File: src/rtl/fb_pkg.sv
// Framebuffer geometry and arbiter state encoding shared by the framebuffer arbiter.
package fb_pkg;

    localparam int unsigned FB_WIDTH  = 320;
    localparam int unsigned FB_HEIGHT = 240;
    localparam int unsigned FB_PIXELS = FB_WIDTH * FB_HEIGHT;
    localparam int unsigned CLR_CNT_W = $clog2(FB_PIXELS + 1);

    typedef enum logic [2:0] {
        IDLE,
        RD_ADDR,
        RD_DATA,
        WR,
        CLEAR
    } fb_state_e;

endpackage

File: src/rtl/fb_arbiter.sv
// Single-port framebuffer RAM arbiter: display reads, writer writes with bounded
// starvation, and a full-frame clear fill. All RAM-facing outputs are registered.
module fb_arbiter
    import fb_pkg::*;
#(
    parameter int ADDR_W      = 17,
    parameter int DATA_W      = 8,
    parameter int WR_MAX_WAIT = 8
) (
    input  logic              clk,
    input  logic              reset,
    input  logic              rd_req,
    input  logic [ADDR_W-1:0] rd_addr,
    output logic              rd_valid,
    output logic [DATA_W-1:0] rd_data,
    input  logic              wr_req,
    input  logic [ADDR_W-1:0] wr_addr,
    input  logic [DATA_W-1:0] wr_data,
    output logic              wr_ack,
    input  logic              clear_start,
    input  logic [DATA_W-1:0] clear_value,
    output logic              clear_busy,
    output logic [ADDR_W-1:0] ram_addr,
    output logic [DATA_W-1:0] ram_wdata,
    output logic              ram_we,
    input  logic [DATA_W-1:0] ram_rdata
);

    localparam int WCNT_W = (WR_MAX_WAIT < 1) ? 1 : $clog2(WR_MAX_WAIT + 1);
    localparam logic [WCNT_W-1:0]    WAIT_MAX = WCNT_W'(WR_MAX_WAIT);
    localparam logic [CLR_CNT_W-1:0] CLR_END  = CLR_CNT_W'(FB_PIXELS);

    fb_state_e            state_q, state_d;
    logic [ADDR_W-1:0]    ram_addr_q, ram_addr_d;
    logic [DATA_W-1:0]    ram_wdata_q, ram_wdata_d;
    logic                 ram_we_q, ram_we_d;
    logic [DATA_W-1:0]    rd_data_q, rd_data_d;
    logic                 rd_valid_q, rd_valid_d;
    logic                 wr_ack_q, wr_ack_d;
    logic                 clear_busy_q, clear_busy_d;
    logic [WCNT_W-1:0]    wait_cnt_q, wait_cnt_d;
    logic [CLR_CNT_W-1:0] clr_cnt_q, clr_cnt_d;
    logic                 consume_cycle;

    // Requests seen during an ack/valid cycle are the ones being consumed, so skip them.
    assign consume_cycle = rd_valid_q | wr_ack_q;

    always_comb begin
        state_d      = state_q;
        ram_addr_d   = ram_addr_q;
        ram_wdata_d  = ram_wdata_q;
        ram_we_d     = 1'b0;
        rd_data_d    = rd_data_q;
        rd_valid_d   = 1'b0;
        wr_ack_d     = 1'b0;
        clear_busy_d = clear_busy_q;
        wait_cnt_d   = wait_cnt_q;
        clr_cnt_d    = clr_cnt_q;
        case (state_q)
            IDLE: begin
                if (clear_start) begin
                    state_d      = CLEAR;
                    ram_addr_d   = '0;
                    ram_wdata_d  = clear_value;
                    ram_we_d     = 1'b1;
                    clear_busy_d = 1'b1;
                    clr_cnt_d    = CLR_CNT_W'(1);
                end else if (!consume_cycle && rd_req && (!wr_req || wait_cnt_q < WAIT_MAX)) begin
                    state_d    = RD_ADDR;
                    ram_addr_d = rd_addr;
                    if (wr_req) begin
                        wait_cnt_d = wait_cnt_q + 1'b1;
                    end
                end else if (!consume_cycle && wr_req) begin
                    state_d     = WR;
                    ram_addr_d  = wr_addr;
                    ram_wdata_d = wr_data;
                    ram_we_d    = 1'b1;
                    wait_cnt_d  = '0;
                end
            end
            RD_ADDR: state_d = RD_DATA;
            RD_DATA: begin
                rd_data_d  = ram_rdata;
                rd_valid_d = 1'b1;
                state_d    = IDLE;
            end
            WR: begin
                wr_ack_d = 1'b1;
                state_d  = IDLE;
            end
            CLEAR: begin
                // clr_cnt_q counts writes already issued; it equals the next address.
                if (clr_cnt_q == CLR_END) begin
                    clear_busy_d = 1'b0;
                    clr_cnt_d    = '0;
                    state_d      = IDLE;
                end else begin
                    ram_addr_d = ADDR_W'(clr_cnt_q);
                    clr_cnt_d  = clr_cnt_q + 1'b1;
                    ram_we_d   = 1'b1;
                end
            end
            default: state_d = IDLE;
        endcase
    end

    always_ff @(posedge clk) begin
        if (reset) begin
            state_q      <= IDLE;
            ram_addr_q   <= '0;
            ram_wdata_q  <= '0;
            ram_we_q     <= 1'b0;
            rd_data_q    <= '0;
            rd_valid_q   <= 1'b0;
            wr_ack_q     <= 1'b0;
            clear_busy_q <= 1'b0;
            wait_cnt_q   <= '0;
            clr_cnt_q    <= '0;
        end else begin
            state_q      <= state_d;
            ram_addr_q   <= ram_addr_d;
            ram_wdata_q  <= ram_wdata_d;
            ram_we_q     <= ram_we_d;
            rd_data_q    <= rd_data_d;
            rd_valid_q   <= rd_valid_d;
            wr_ack_q     <= wr_ack_d;
            clear_busy_q <= clear_busy_d;
            wait_cnt_q   <= wait_cnt_d;
            clr_cnt_q    <= clr_cnt_d;
        end
    end

    assign ram_addr   = ram_addr_q;
    assign ram_wdata  = ram_wdata_q;
    assign ram_we     = ram_we_q;
    assign rd_data    = rd_data_q;
    assign rd_valid   = rd_valid_q;
    assign wr_ack     = wr_ack_q;
    assign clear_busy = clear_busy_q;

endmodule

File: config.mk
export PLATFORM = sky130hd
export DESIGN_NAME = fb_arbiter
export DESIGN_NICKNAME = d
export VERILOG_FILES = /design/src/rtl/fb_pkg.sv /design/src/rtl/fb_arbiter.sv
export SDC_FILE = /design/constraint.sdc
export NUM_CORES = 1
export LEC_CHECK = 0
export CELL_PAD_IN_SITES_DETAIL_PLACEMENT = 0
export CELL_PAD_IN_SITES_GLOBAL_PLACEMENT = 1
export CORE_MARGIN = 2
export CORE_UTILIZATION = 46
export DETAILED_ROUTE_END_ITERATION = 6
export DONT_BUFFER_PORTS = 1
export PLACE_DENSITY = 0.91
export REMOVE_ABC_BUFFERS = 1
export SYNTH_ARGS = -nofsm -noshare
export SYNTH_HDL_FRONTEND = slang
export SYNTH_SLANG_ARGS = --single-unit
File: constraint.sdc
create_clock -name clk -period 2.5 [get_ports clk]
set_input_delay 0.375 -clock clk [delete_from_list [all_inputs] [get_ports clk]]
set_output_delay 0.375 -clock clk [all_outputs]
set_load 0.05 [all_outputs]
==> results of run 1 <==
==> metal layers <==
| metal | vias to the layer above | GRT usage (%) | wire length [microns] |
|---|---|---|---|
| met2 | 83 | 33.9 | 3500 |
| met3 | 12 | 7.31 | 556 |
| met1 | 1191 | 25.7 | 3260 |
| met5 | - | 0 | 0 |
| met4 | 0 | 8.51 | 127 |
| li1 | 1279 | - | - |
==> stage by stage <==
step / setup WS, ns / total power, mW / area (sq um) / utilization [%]
floorplan: 0.178 / 1.54 / 2960 / -
global placement: 0.326 / 1.62 / 3130 / 49.1
detailed placement: 0.285 / 1.63 / 3130 / 49.1
CTS: 0.241 / 2.70 / 3380 / 52.9
global route: 0.0797 / 2.80 / 3380 / 53.0
finish: 0.221 / 2.68 / 3380 / 53.0
==> kinds of logic after synthesis <==
| group | Yosys count | share of synthesized area (%) |
|---|---|---|
| AOI/OAI and AO/OA | 97 | 22.3 |
| xor gates and xnor gates | 4 | 1.14 |
| adders and majority gates | 3 | 1.22 |
| buffers and inverters | 30 | 4.56 |
| muxes | 30 | 9.82 |
| and+or+nand+nor | 122 | 21.2 |
| DFF | 61 | 39.8 |
==> cells in the mapped netlist, drive strengths merged, types with 2 or more instances <==
cell type   n  area (sq um)
dfxtp      61          1220
nor2       32           128
a21oi      30           154
mux2i      29           290
nand2      24          90.1
a211oi     22           195
nand3      20           118
a2bb2oi    13           114
buf        13          76.3
o21ai      11          55.1
clkbuf     10          37.5
inv         7          26.3
or3         7          43.8
nand2b      6          37.5
a22oi       5          37.5
nor3        5          30.0
or2         5          31.3
a311oi      4          35.0
and2        4          25.0
nand4       4          25.0
o21a        4          30.0
ha          3          37.5
nor3b       3          27.5
nor4        3          18.8
or4         3          30.0
xor2        3          26.3
a21o        2          15.0
a31oi       2          12.5
nor4b       2          17.5
==> report_power, final <==
group	switching [mW]	internal [mW]	total, mW
sequential	0.249	1.04	1.29
combinational	0.183	0.136	0.318
clock	0.413	0.666	1.08
total	0.845	1.84	2.68
==> area by class of cell <==
| cell class | instances | area (sq um) |
|---|---|---|
| inverter | 7 | 26.3 |
| timing repair buffer | 10 | 75.1 |
| multi-input combinational | 256 | 1720 |
| clock inverter | 7 | 124 |
| clock buffer | 9 | 124 |
| tap | 77 | 96.3 |
| fill | 584 | 3000 |
| sequential | 61 | 1220 |
==> path summary, 6_finish.rpt <==
path	depth (start not counted)	endpoint	slack (ns)	start
setup / recovery	5	ram_addr[14]	0.22	clr_cnt_q[2]
hold / removal	1	ram_addr[7]	0.08	reset
setup reg to reg	5	ram_addr[14]	0.22	clr_cnt_q[2]
hold reg to reg	2	wait_cnt_q[2]	0.50	wait_cnt_q[2]
==> flip-flops by register name, summed over array words and instances, names as in the netlist <==
signal      count
ram_addr       17
wait_cnt_q      4
ram_we          1
state_q         3
clr_cnt_q      17
clear_busy      1
rd_data         8
wr_ack          1
ram_wdata       8
rd_valid        1
==> repair_timing <==
action                                  4_1_cts  5_1_grt
endpoints found under the setup margin        0        3
endpoints found under the hold margin         0        0
resized for setup                             0        1
==> impl_metrics.toml, run 1 <==
[run_status]
status = "finished clean"

[final_layout]
syn2layout_area_growth_pct = 10.2
final_common_cell = "dfxtp_1"
final_cell_mix = "dfxtp_1, nor2_1, mux2i_1"
antennaDiodeCount = 0
drive_above_1_share_pct = 13.7
fin_nets = 411
layout.cells.non_filler = 427

[detailed_routing]
drt-initial-drc-count = 102
drtAntennaViolNets = 0
wl_per_cell_microns = 17.4
drc = 0
viasPerCell = 6.01
dr_total_vias = 2565
drtPass1Iterations = 4
totalWireLength_mm = 7.45

[synth]
syn_area_sq_um = 3070
async_reset_ff_share_pct = 0
yosysWarnings = 0
syn_area_per_cell_sq_um = 8.85
synth_edf_count = 0
ys_seq_elements = 61
ys_types = 51
yosysSeqAreaShare_pct = 39.8
postSynthCellCount = 347
synth_flop_cell = "dfxtp_1"

[clock_tree]
clock_sinks = 61
clockRootBuffer = "clkbuf_8"
h-tree-depth = 3
insertion_delay_ns = 0.35
ctsLongestPathBuffers = 2
clk_pin_slew_ns = 0.07
cts_setup_buffers = 0
cts_tree = "done"
cts_buffers = 9
hold_buffers = 0

[global_route]
first_global_vias = 2481
grt_usage_pct = 21.0
antenna_found_initial = 0
grt_pass1_wl_mm = 12.1
grt-ovfl-total = 0
grt_start_max_net_pins = 47

[critical_path]
crit_buf_inv = 0
cp_data_arrival_time_ns = 2.54
endpoint_kind = "flop"
cpMaxStageDelayCell = "or4_4"
worstPathRequired_ns = 2.76
worstSetupPathType = "flop to flop"
crit_chain = "or4_4, nor2_4, nand3_4, and2_1, a211oi_1"
crit_family = "simple AND/OR/NAND/NOR gates"
cp_max_fo = 17
cpPeakStageDelay_ns = 0.57
start_kind = "flop"

[sta]
slew-limit-headroom_pct = 39.8
finalCriticalPeriod_ns = 2.28
tns_ns = 0
worstMarginPinSlew_ns = 0.897
worst_clock_skew_ns = 0.00690
whs_ns = 0.0826
finalCritPeriodShare_pct = 91.2
rsz0062_at_grt = "no"
fmax_ghz = 0.439
setup_viol = 0
finalHoldViolations = 0
report.final.slew_viol_count = 0

[pwr]
p_leak_nw = 1.24
max-vdd-ir-drop_mv = 0.430
powerDensity_nw_per_um2 = 793

[worst_hold_path]
worstHoldPathType = "input port to flop"

[placed_design]
gp_congestion = 0.863
port_buffers = 0
place_hpwl_mm = 5.09
dp_cells = 411

[floorplanning]
fp.dieW_microns = 85.7
pin_count = 100
die_y_microns = 85.7
start_util_pct = 48.1
die-area_sq_um = 7340
coreArea_sq_um = 6390
rows = 29

[job]
cap_viol_max_count = 0
Power figures use the tool's default switching activity.
==> inputs of run 2 (changes only) <==
--- a/config.mk
+++ b/config.mk
@@ -8,10 +8,10 @@
 export CELL_PAD_IN_SITES_DETAIL_PLACEMENT = 0
 export CELL_PAD_IN_SITES_GLOBAL_PLACEMENT = 1
 export CORE_MARGIN = 2
-export CORE_UTILIZATION = 46
+export CORE_UTILIZATION = 35
 export DETAILED_ROUTE_END_ITERATION = 6
 export DONT_BUFFER_PORTS = 1
-export PLACE_DENSITY = 0.91
+export PLACE_DENSITY = 0.75
 export REMOVE_ABC_BUFFERS = 1
 export SYNTH_ARGS = -nofsm -noshare
 export SYNTH_HDL_FRONTEND = slang
==> run 2 against run 1 <==
Net effect:
- non-clock buffer count increased by 2
- critical path depth unchanged
- via count increased by 1.6%
==> impl_metrics.toml, run 2 (same netlist as run 1, synthesis figures left out) <==
[run_status]
status = "finished clean"

[detailed_routing]
drtAntennaViolNets = 0
drc = 0
drt-initial-drc-count = 162
wl_per_cell_microns = 17.3
totalWireLength_mm = 7.96
dr_total_vias = 2607
viasPerCell = 5.67
drtPass1Iterations = 4

[clock_tree]
h-tree-depth = 3
hold_buffers = 0
post_cts_resized = 0
ctsLongestPathBuffers = 2
clock_sinks = 61
cts_buffers = 9
insertion_delay_ns = 0.34
clk_pin_slew_ns = 0.08
cts_setup_buffers = 0
cts_tree = "done"
clockRootBuffer = "clkbuf_8"

[placed_design]
place_hpwl_mm = 5.54
port_buffers = 0
dp_cells = 444
gp_congestion = 0.855

[pwr]
powerDensity_nw_per_um2 = 765
p_leak_nw = 1.24
max-vdd-ir-drop_mv = 0.378

[floorplanning]
pin_count = 100
die_y_microns = 97.7
fp.dieW_microns = 97.7
rows = 34
start_util_pct = 35.7
coreArea_sq_um = 8590
die-area_sq_um = 9540

[final_layout]
antennaDiodeCount = 0
final_cell_mix = "dfxtp_1, nor2_1, mux2i_1, a21oi_1, nand2_1"
final_common_cell = "dfxtp_1"
layout.cells.non_filler = 460
fin_nets = 413
fin_util_pct = 39.7
syn2layout_area_growth_pct = 11.0
drive_above_1_share_pct = 13.9

[sta]
tns_ns = 0
report.final.slew_viol_count = 0
worstMarginPinSlew_ns = 0.845
fmax_ghz = 0.447
finalHoldViolations = 0
worst_clock_skew_ns = 0.0109
finalCriticalPeriod_ns = 2.24
slew-limit-headroom_pct = 43.7
setup_viol = 0
whs_ns = 0.110
rsz0062_at_grt = "no"
finalCritPeriodShare_pct = 89.4

[critical_path]
crit_start = "clr_cnt_q[2]"
crit_chain = "or4_4, nor2_4, nand3_4, and2_1, a211oi_1"
r2r_slack_ns = 0.26
endpoint = "ram_addr[0]"
reg2reg_to = "ram_addr[0]"
rr_worst_depth = 5
worstSetupPathType = "flop to flop"
cpPeakStageDelay_ns = 0.57
crit_buf_inv = 0
cpMaxStageDelayCell = "or4_4"
cp_data_arrival_time_ns = 2.49
cp_max_fo = 17
worstPathRequired_ns = 2.75
crit_family = "simple AND/OR/NAND/NOR gates"
r2r_start = "clr_cnt_q[2]"
start_kind = "flop"
cp.depth = 5
endpoint_kind = "flop"

[global_route]
grt_start_max_net_pins = 47
grt_usage_pct = 16.6
antenna_found_initial = 0
first_global_vias = 2478
grt_pass1_wl_mm = 12.8
grt-ovfl-total = 0

[worst_hold_path]
worstHoldPathType = "input port to flop"

[job]
cap_viol_max_count = 0
run 2: cell types whose count changed in the layout (fill, tap and decap cells not counted), sizes merged:
| cell | delta |
|---|---|
| buf | +2 |
| inv | +2 |
| clkinvlp | +1 |
| bufinv | -1 |
| clkinv | -2 |
run 2: how the worst min path moves through the flow:
stage          start      endpoint  slack [ns]  cells past startpoint
3_5_place_dp   reset   ram_addr[8]        0.45                      1
6_report       reset  ram_wdata[1]        0.11                      1
2_1_floorplan  reset   ram_addr[3]        0.44                      1
5_1_grt        reset   ram_addr[6]        0.08                      1
4_1_cts        reset   ram_addr[6]        0.07                      1
3_3_place_gp   reset   ram_addr[8]        0.45                      1
run 2: final cells by class:
type	instances	area, sq um
Fill cell	885	5180
Multi-Input combinational cell	256	1710
Sequential cell	61	1220
Tap cell	108	135
Clock buffer	9	124
Clock inverter	7	97.6
Timing Repair Buffer	12	90.1
Inverter	7	26.3
run 2: worst reg2reg max path, stage by stage (launching register included):
cell      delay, ns
dfxtp_1        0.38
or4_4          0.57
nor2_4         0.16
nand3_4        0.20
and2_1         0.51
a211oi_1       0.32
run 2: routing by layer:
layer  up-vias  wire, microns  track usage (%)
met5         -              0                0
met4         0            135             7.05
met3        13            491             4.03
met2        86           3780             26.4
met1      1228           3560             21.6
li1       1280              -                -
run 2: power breakdown:
group          switching (mW)  total [mW]  internal, mW
combinational           0.186       0.327         0.141
sequential              0.251        1.29          1.04
clock                   0.427       0.993         0.566
total                   0.863        2.61          1.74
run 2: metrics by stage:
| step | instance area (sq um) | setup slack (ns) | power, mW |
|---|---|---|---|
| 2_1_floorplan | 2960 | 0.178 | 1.54 |
| 3_3_place_gp | 3190 | 0.306 | 1.64 |
| 3_5_place_dp | 3190 | 0.274 | 1.64 |
| 4_1_cts | 3410 | 0.255 | 2.63 |
| 5_1_grt | 3410 | 0.113 | 2.71 |
| 6_report | 3410 | 0.265 | 2.61 |
